$ cat src/rtl/pads_pkg.sv
// Shared types and helpers for the pad-control scratchpad bank.
package pads_pkg;

   // Request opcodes carried on req_op.
   typedef enum logic [1:0] {
      OP_READ  = 2'd0,
      OP_WRITE = 2'd1,
      OP_FILL  = 2'd2,
      OP_CLEAR = 2'd3
   } pads_op_e;

   // Controller states: SWEEP zeroes entries, IDLE serves requests.
   typedef enum logic {
      ST_SWEEP = 1'b0,
      ST_IDLE  = 1'b1
   } pads_state_e;

   // Channel-select width; a single channel still needs one select bit.
   function automatic int pads_cw(input int n);
      return (n > 1) ? $clog2(n) : 1;
   endfunction

endpackage

$ cat src/rtl/pads_chan_bank.sv
// One channel of the bank: data entries plus exists bits, a single write
// port and an asynchronous read port.
module pads_chan_bank #(
   parameter int DEPTH = 8,
   parameter int WIDTH = 32
) (
   input  logic                     clk,
   input  logic                     wr_en_i,
   input  logic [$clog2(DEPTH)-1:0] wr_idx_i,
   input  logic [WIDTH-1:0]         wr_data_i,
   input  logic                     wr_set_i,
   input  logic [$clog2(DEPTH)-1:0] rd_idx_i,
   output logic [WIDTH-1:0]         rd_data_o,
   output logic                     rd_hit_o
);

   logic [WIDTH-1:0] mem_q [DEPTH];
   logic [DEPTH-1:0] exists_q;

   // Single write port: data and its exists flag update together.
   // No reset here; the controller's sweep zeroes every entry instead.
   always_ff @(posedge clk) begin
      if (wr_en_i) begin
         mem_q[wr_idx_i]    <= wr_data_i;
         exists_q[wr_idx_i] <= wr_set_i;
      end
   end

   assign rd_data_o = mem_q[rd_idx_i];
   assign rd_hit_o  = exists_q[rd_idx_i];

endmodule

$ cat src/rtl/pads_bank_array.sv
// Multi-channel scratchpad bank: request decode, range checks, sweep FSM
// and the registered read-response path.
module pads_bank_array
   import pads_pkg::*;
#(
   parameter int NCH        = 2,
   parameter int DEPTH      = 8,
   parameter int WIDTH      = 32,
   parameter int FILL_VALUE = 33
) (
   input  logic                     clk,
   input  logic                     rst,
   input  logic                     req_valid,
   output logic                     req_ready,
   input  logic [1:0]               req_op,
   input  logic [pads_cw(NCH)-1:0]  req_chan,
   input  logic [$clog2(DEPTH)-1:0] req_idx,
   input  logic [WIDTH-1:0]         req_wdata,
   output logic                     rsp_valid,
   output logic [WIDTH-1:0]         rsp_data,
   output logic                     rsp_hit,
   output logic [pads_cw(NCH)-1:0]  rsp_chan
);

   localparam int CW = pads_cw(NCH);
   localparam int IW = $clog2(DEPTH);

   pads_state_e   state_q, state_d;
   logic [IW-1:0] cnt_q, cnt_d;
   logic          all_q, all_d;
   logic [CW-1:0] chan_q, chan_d;

   logic             rsp_valid_q;
   logic [WIDTH-1:0] rsp_data_q;
   logic             rsp_hit_q;
   logic [CW-1:0]    rsp_chan_q;

   pads_op_e op;
   logic     accept;
   logic     chan_ok;
   logic     idx_ok;
   logic     in_range;
   logic     sweeping;

   logic [WIDTH-1:0] rd_data_w [NCH];
   logic [NCH-1:0]   rd_hit_w;
   logic [WIDTH-1:0] sel_data;
   logic             sel_hit;

   assign op        = pads_op_e'(req_op);
   assign req_ready = (state_q == ST_IDLE) && !rst;
   assign accept    = req_valid && req_ready;
   assign chan_ok   = (32'(req_chan) < 32'(NCH));
   assign idx_ok    = (32'(req_idx) < 32'(DEPTH));
   assign in_range  = chan_ok && idx_ok;
   assign sweeping  = (state_q == ST_SWEEP);

   // Per-channel storage; the sweep and request writes never coincide
   // because requests are only accepted in IDLE.
   for (genvar gi = 0; gi < NCH; gi++) begin : g_chan
      logic sweep_wr;
      logic req_wr;

      assign sweep_wr = sweeping && (all_q || (chan_q == CW'(gi)));
      assign req_wr   = accept && in_range && (req_chan == CW'(gi)) &&
                        ((op == OP_WRITE) || (op == OP_FILL));

      pads_chan_bank #(
         .DEPTH (DEPTH),
         .WIDTH (WIDTH)
      ) u_bank (
         .clk       (clk),
         .wr_en_i   (sweep_wr || req_wr),
         .wr_idx_i  (sweep_wr ? cnt_q : req_idx),
         .wr_data_i (sweep_wr ? '0 :
                     ((op == OP_FILL) ? WIDTH'(FILL_VALUE) : req_wdata)),
         .wr_set_i  (!sweep_wr),
         .rd_idx_i  (req_idx),
         .rd_data_o (rd_data_w[gi]),
         .rd_hit_o  (rd_hit_w[gi])
      );
   end

   // Select the addressed channel's read port; out-of-range channels read as empty.
   always_comb begin
      sel_data = '0;
      sel_hit  = 1'b0;
      for (int i = 0; i < NCH; i++) begin
         if (32'(req_chan) == 32'(i)) begin
            sel_data = rd_data_w[i];
            sel_hit  = rd_hit_w[i];
         end
      end
   end

   // Sweep/idle next-state: a sweep walks every index once, a CLEAR starts a single-channel sweep.
   always_comb begin
      state_d = state_q;
      cnt_d   = cnt_q;
      all_d   = all_q;
      chan_d  = chan_q;
      if (state_q == ST_SWEEP) begin
         cnt_d = cnt_q + 1'b1;
         if (cnt_q == IW'(DEPTH - 1)) begin
            state_d = ST_IDLE;
            cnt_d   = '0;
         end
      end else if (accept && (op == OP_CLEAR) && in_range) begin
         state_d = ST_SWEEP;
         cnt_d   = '0;
         all_d   = 1'b0;
         chan_d  = req_chan;
      end
   end

   // State register; reset restarts a full all-channel sweep.
   always_ff @(posedge clk) begin
      if (rst) begin
         state_q <= ST_SWEEP;
         cnt_q   <= '0;
         all_q   <= 1'b1;
         chan_q  <= '0;
      end else begin
         state_q <= state_d;
         cnt_q   <= cnt_d;
         all_q   <= all_d;
         chan_q  <= chan_d;
      end
   end

   // Read response: captures storage as seen at the accepting edge, one-cycle strobe.
   always_ff @(posedge clk) begin
      if (rst) begin
         rsp_valid_q <= 1'b0;
         rsp_data_q  <= '0;
         rsp_hit_q   <= 1'b0;
         rsp_chan_q  <= '0;
      end else begin
         rsp_valid_q <= accept && (op == OP_READ);
         if (accept && (op == OP_READ)) begin
            rsp_hit_q  <= in_range && sel_hit;
            rsp_data_q <= (in_range && sel_hit) ? sel_data : '0;
            rsp_chan_q <= req_chan;
         end
      end
   end

   assign rsp_valid = rsp_valid_q;
   assign rsp_data  = rsp_data_q;
   assign rsp_hit   = rsp_hit_q;
   assign rsp_chan  = rsp_chan_q;

endmodule

$ cat config.mk
export PLATFORM = sky130hd
export DESIGN_NAME = pads_bank_array
export DESIGN_NICKNAME = d
export VERILOG_FILES = /design/src/rtl/pads_pkg.sv /design/src/rtl/pads_chan_bank.sv /design/src/rtl/pads_bank_array.sv
export SDC_FILE = /design/constraint.sdc
export NUM_CORES = 1
export LEC_CHECK = 0
export BUFFER_PORTS_ARGS = -buffer_cell sky130_fd_sc_hd__buf_2
export CORE_ASPECT_RATIO = 0.8
export CORE_MARGIN = 2
export CORE_UTILIZATION = 55
export CTS_CLUSTER_DIAMETER = 60
export DETAILED_ROUTE_END_ITERATION = 7
export PLACE_DENSITY = 0.8
export SETUP_SLACK_MARGIN = 0.05
export SLEW_MARGIN = 30
export SYNTH_ARGS = -nofsm -noshare
export SYNTH_HDL_FRONTEND = slang
export SYNTH_HIERARCHICAL = 1
export SYNTH_SLANG_ARGS = --single-unit
export TNS_END_PERCENT = 100
$ cat constraint.sdc
create_clock -name clk -period 6.9 [get_ports clk]
set_clock_uncertainty 0.15 [all_clocks]
set_input_delay 0.345 -clock clk [delete_from_list [all_inputs] [get_ports clk]]
set_output_delay 0.345 -clock clk [all_outputs]
set_load 0.1 [all_outputs]
After elaboration in Yosys (flattened, before gate mapping)

Memories as Yosys holds them, arrays and structs flattened.
Index checks and enable logic that the tools add are counted.

Add/subtract/negate cells: 1
$lt $le $gt $ge: 5
Equality and inequality tests: 5
Mux-type cells: 28
Bitwise gates (word level): 3
Reductions and logical operators: 22

Operator list:

| kind                | count |
|---|---|
| $mux 32             | 5 |
| $bwmux 8            | 2 |
| $mux 3              | 5 |
| $logic_and 1x1->1   | 12 |
| $lt 3x4->1 const B  | 3 |
| $mux 1              | 12 |
| $bmux 1 s3          | 2 |
| $demux 1 s3         | 2 |
| $ge 3x1->1 const B  | 2 |
| $logic_or 1x1->1    | 5 |
| $eq 2x2->1 const B  | 2 |
| $add 3x1->3 const B | 1 |
| $eq 3x3->1 const B  | 1 |
| $logic_not 1->1     | 3 |
| $not 1->1           | 3 |
| $eq 2x1->1 const B  | 1 |
| $logic_not 2->1     | 1 |
| $ne 2x1->1 const B  | 1 |
| $reduce_and 2->1    | 1 |

Register bits after elaboration: 57
Memory bits (writable): 512
Bits of input ports: 41
Logic and storage cells: 76
Memories kept: 2

Memories:

| memory                 | words | width | read ports | clocked after memory_dff | wr ports | RTL line             | text |
|---|---|---|---|---|---|---|---|
| g_chan[0].u_bank.mem_q | 8     | 32    | 1          | 0                        | 1        | pads_chan_bank.sv:17 | `logic [WIDTH-1:0] mem_q [DEPTH];` |
| g_chan[1].u_bank.mem_q | 8     | 32    | 1          | 0                        | 1        | pads_chan_bank.sv:17 |  |

Longest topological paths before layout

Word-level depth: 9
Gate-level depth with buffers: 8
Gate-level depth less buffers: 6

Cells and area by module

The synthesis kept the hierarchy.

By module, submodules not included:

| module                             | instances | cells each | area an instance (um^2) | sequential area each (um^2) |
|---|---|---|---|---|
| pads_chan_bank at g_chan[1].u_bank | 1         | 394        | 9979.6                  | 7927.6 |
| pads_chan_bank at g_chan[0].u_bank | 1         | 394        | 9955.8                  | 7927.6 |
| pads_bank_array                    | 1         | 341        | 2737.6                  | 820.8 |

Worst setup path before layout

Ideal clock, no wire load.

Path kind: reg2reg
Start point: reg state_q
End point: reg g_chan[0].u_bank.exists_q[0], enable pin
Setup time: 464 ps
Data arrival time: 4077 ps
Required time: 6286 ps
Slack: 2209 ps
Stages on the path, launching flop included: 7
Buffers on the path: 1
Path through: dfxtp_1 -> buf_2 -> and2b_1 -> nand3_1 -> o21ai_1 -> nand2b_1 -> nor3_1

Word-level cells in the longest chain between the ends: 5
Elaborated cells between the ends (all ways): 7
Classes of those cells: 1 x bitwise; 6 x reduce/logical

Ends and longest elaborated chain:

| what                            | RTL line               | text |
|---|---|---|
| start, declared                 | pads_bank_array.sv:28  | `pads_state_e state_q, state_d;` |
| start signal, assigned          | pads_bank_array.sv:124 | `state_q <= state_d;` |
| $logic_and 1x1->1               | pads_bank_array.sv:51  | `assign req_ready = (state_q == ST_IDLE) && !rst;` |
| net req_ready                   | pads_bank_array.sv:14  | `output logic req_ready,` |
| $logic_and 1x1->1               | pads_bank_array.sv:52  | `assign accept = req_valid && req_ready;` |
| $logic_and 1x1->1 (2 in series) | pads_bank_array.sv:65  | `assign req_wr = accept && in_range && (req_chan == CW'(gi)) &&` |
| $logic_or 1x1->1                | pads_bank_array.sv:73  | `.wr_en_i (sweep_wr \|\| req_wr),` |
| end signal, assigned by index   | pads_chan_bank.sv:25   | `exists_q[wr_idx_i] <= wr_set_i;` |
| end, declared                   | pads_chan_bank.sv:18   | `logic [DEPTH-1:0] exists_q;` |

The timed path passes the listed nets, and every way through them passes these cells.
A chain may end at the register's enable or synchronous reset.

Worst setup path in the final report

Start point: reg state_q
End point: mem g_chan[0].u_bank.mem_q[3][24], enable pin

Word-level cells in the longest chain between the ends: 7
Elaborated cells between the ends (all ways): 10
Classes of those cells: 3 x mux; 1 x bitwise; 6 x reduce/logical

Ends and longest elaborated chain:

| what                            | RTL line              | text |
|---|---|---|
| $logic_and 1x1->1               | pads_bank_array.sv:51 |  |
| $logic_and 1x1->1               | pads_bank_array.sv:52 |  |
| $logic_and 1x1->1 (2 in series) | pads_bank_array.sv:65 |  |
| $logic_or 1x1->1                | pads_bank_array.sv:73 |  |
| $mux 1                          | pads_chan_bank.sv:23  | `if (wr_en_i) begin` |
| $mux 1 (implied by the code)    | pads_chan_bank.sv:24  | `mem_q[wr_idx_i] <= wr_data_i;` |
| end, declared                   | pads_chan_bank.sv:17  |  |

Parallel ways exist; a longest one is shown, timed or not.

==> flow_metrics.tcl <==
set metrics [dict create \
    synth_mux_area_frac 0.185 \
    cts_resized 0 \
    tns_ns 0 \
    wl_microns 48200 \
    antenna_found_initial 1 \
    cts_tree "built" \
    cts.reportedPaths.clkPinSlew_ns 0.07 \
    power_uw 7400 \
    die_h_microns 186 \
    finalSetupViolations 0 \
    multi_input_area_sq_um 5680 \
    grt_use_total 0.230 \
    tightest_slew_ns 0.983 \
    syn_avg_cell_area_sq_um 20.1 \
    maxSlewHeadroom 0.345 \
    yosysUniqueCellTypes 34 \
    cts_sinks 569 \
    viasPerCell 6.16 \
    wl_per_cell_microns 26.8 \
    drive_gt1_frac 0.357 \
    synth_edf_count 528 \
    grt_pass1_wl_microns 71600 \
    synth.largest_area_cell "edfxtp_1" \
    ctsHoldBuffers 0 \
    slowest_stage "a21oi_4" \
    synth_top_family_by_area "multiplexers" \
    hold_viol 0 \
    numPortBuffers 76 \
    leakagePower_uw 0.00844 \
    dieArea_sq_um 42900 \
    status "finished, final reports clean" \
    grt_max_degree 71 \
    synth_fa_ha_area_frac 0.00276 \
    die_w_microns 231 \
    cp.arrival_ns 3.88 \
    synth_xor_area_frac 0 \
    syn_inst 1129 \
    cp_max_fo 33 \
    routed-via-count 11100 \
    rows 66 \
    synth_compound_area_frac 0.00960 \
    htreeDepth 2 \
    drc 0 \
    synthesis.nets 1175 \
    gp_congestion 0.796 \
    first_global_vias 11500 \
    cellPowerDensity_nw_per_um2 292 \
    maxCapViolations 0 \
    initial_core_util 0.558 \
    fillers 2741 \
    clock_latency_ns 0.57 \
    dpl_cell_area_sq_um 23600 \
    syn_area_sq_um 22700 \
    pin_count 77 \
    antenna_cells 0 \
    regArea_sq_um 16700 \
    yosys_warnings 6 \
    placed_cells 1707 \
    worstSetupPathType "flop to flop" \
    cp-end-kind "flop" \
    postLayoutCellArea_sq_um 25400 \
    cts_setup_buffers 0 \
    max_freq_mhz 263 \
    fin_crit_sh 0.551 \
    fin_crit_ns 3.80 \
    syn2layout_area_growth_pct 12.0 \
    hold_path.class "primary input to flop" \
    worstSetupStartpointType "flop" \
    numCtsBuffers 50 \
    netlist_top_cells_area "edfxtp_1, mux4_2, mux2_2" \
    ys_ff_latch 569 \
    cp.required_ns 6.98 \
    drv_slew 0 \
    synth_ff_type "edfxtp_1" \
    synthSimpleGateAreaFrac 0.0481 \
    clock_path_buffers 3 \
    dp_hpwl_microns 27600 \
    drt_iter0_drc 1082 \
    synth-async-reset-ratio 0 \
    dr.pass1.iters 5 \
    grt_overflow 0 \
    rsz0062_at_grt "false" \
    ys_seq_area_frac 0.736 \
    max_stage_delay_ns 0.81 \
    instances_no_fill 1802 \
    peakVddDrop_mv 0.201 \
    synth_top_area_frac 0.699 \
    cts_root_buffer "clkbuf_16" \
    core-area_sq_um 40600 \
    ant_nets 0 \
    path_cells "a21oi_4 -> inv_2 -> mux2_1 -> nand2b_1 -> nor2_4 -> buf_4" \
    nets 1262 \
    whs_ns 0.110 \
]
## layout make-up
class | count | share of cell area
flip-flops and latches | 569 | 0.657
inverters | 6 | 0.00108
clock buffers | 68 | 0.0560
clock inverters | 26 | 0.0116
repair buffers | 99 | 0.0236
well taps | 544 | 0.0268
multi-input cells | 490 | 0.224
## layer usage
layer | vias up | track usage | share of wire
met5 | - | 0 | 0
met4 | 0 | 0.0790 | 0.027
met3 | 93 | 0.0420 | 0.080
met2 | 527 | 0.387 | 0.50
met1 | 5791 | 0.305 | 0.39
li1 | 4687 | - | -
## through the flow
stage          worst slack (ns)  utilization
4_1_cts                    3.13        0.624
2_1_floorplan              2.21            -
3_3_place_gp               3.40        0.582
6_report                   3.10        0.625
3_5_place_dp               3.16        0.582
5_1_grt                    2.93        0.625
## where the power goes
part / switching [uW] / total (uW) / internal (uW)
Combinational: 318 / 538 / 220
Sequential: 41.0 / 3960 / 3920
Clock: 1200 / 2900 / 1710
Total: 1560 / 7400 / 5840
## worst max-delay path: cells and delay by family, from the launching register on
kind | cells | cell delay, ns
buf+inv | 2 | 0.70
simple gates | 2 | 0.89
mux | 1 | 0.41
flops | 1 | 0.47
compound gates | 1 | 0.81
## cells by family (layout without fill, tap and decap cells)
group | after synthesis | in the layout
AO/OA/AOI/OAI | 41 | 41
flip-flops | 569 | 569
adder cells (fa/ha/maj) | 5 | 5
multiplexers | 238 | 238
buffers and inverters | 70 | 199
AND/OR/NAND/NOR | 206 | 206
## worst paths after layout
| kind | start | endpoint | slack, ns | depth (start not counted) |
|---|---|---|---|---|
| worst max register to register | state_q | g_chan[0].u_bank/mem_q[3][24] | 3.10 | 6 |
| worst max-delay path | state_q | g_chan[0].u_bank/mem_q[3][24] | 3.10 | 6 |
| worst min register to register | rsp_data[10] | rsp_data[10] | 0.31 | 2 |
| worst min-delay path | req_wdata[12] | g_chan[1].u_bank/mem_q[2][12] | 0.11 | 3 |
## cells in the mapped netlist (all sizes together), types with 22 or more instances
master	instances
nor2	83
a21oi	37
dfxtp	41
mux2	105
mux4	132
nand2	41
edfxtp	528
nand2b	38
nand3	36
buf	42
clkbuf	22
## sequential cells by signal, summed over array words and instances, names as in the netlist
signal and count:
all_q 1, chan_q 1, cnt_q 3, g_chan.u_bank/exists_q 16, g_chan.u_bank/mem_q 512, rsp_chan 1
rsp_data 32, rsp_hit 1, rsp_valid 1, state_q 1
## cell usage in the layout (no fill, tap or decap), types with 5 or more instances in the layout
cell type / instances
a21oi_1: 36
buf_2: 73
buf_4: 23
bufinv_16: 7
clkbuf_1: 11
clkbuf_16: 53
clkbuf_8: 5
clkinv_1: 8
clkinv_2: 11
dfxtp_1: 41
edfxtp_1: 528
mux2_1: 6
mux2_2: 98
mux4_1: 6
mux4_2: 126
nand2_1: 41
nand2b_1: 38
nand3_1: 9
nand3_2: 27
nor2_1: 70
nor2_4: 13
Power figures use the tool's default switching activity.
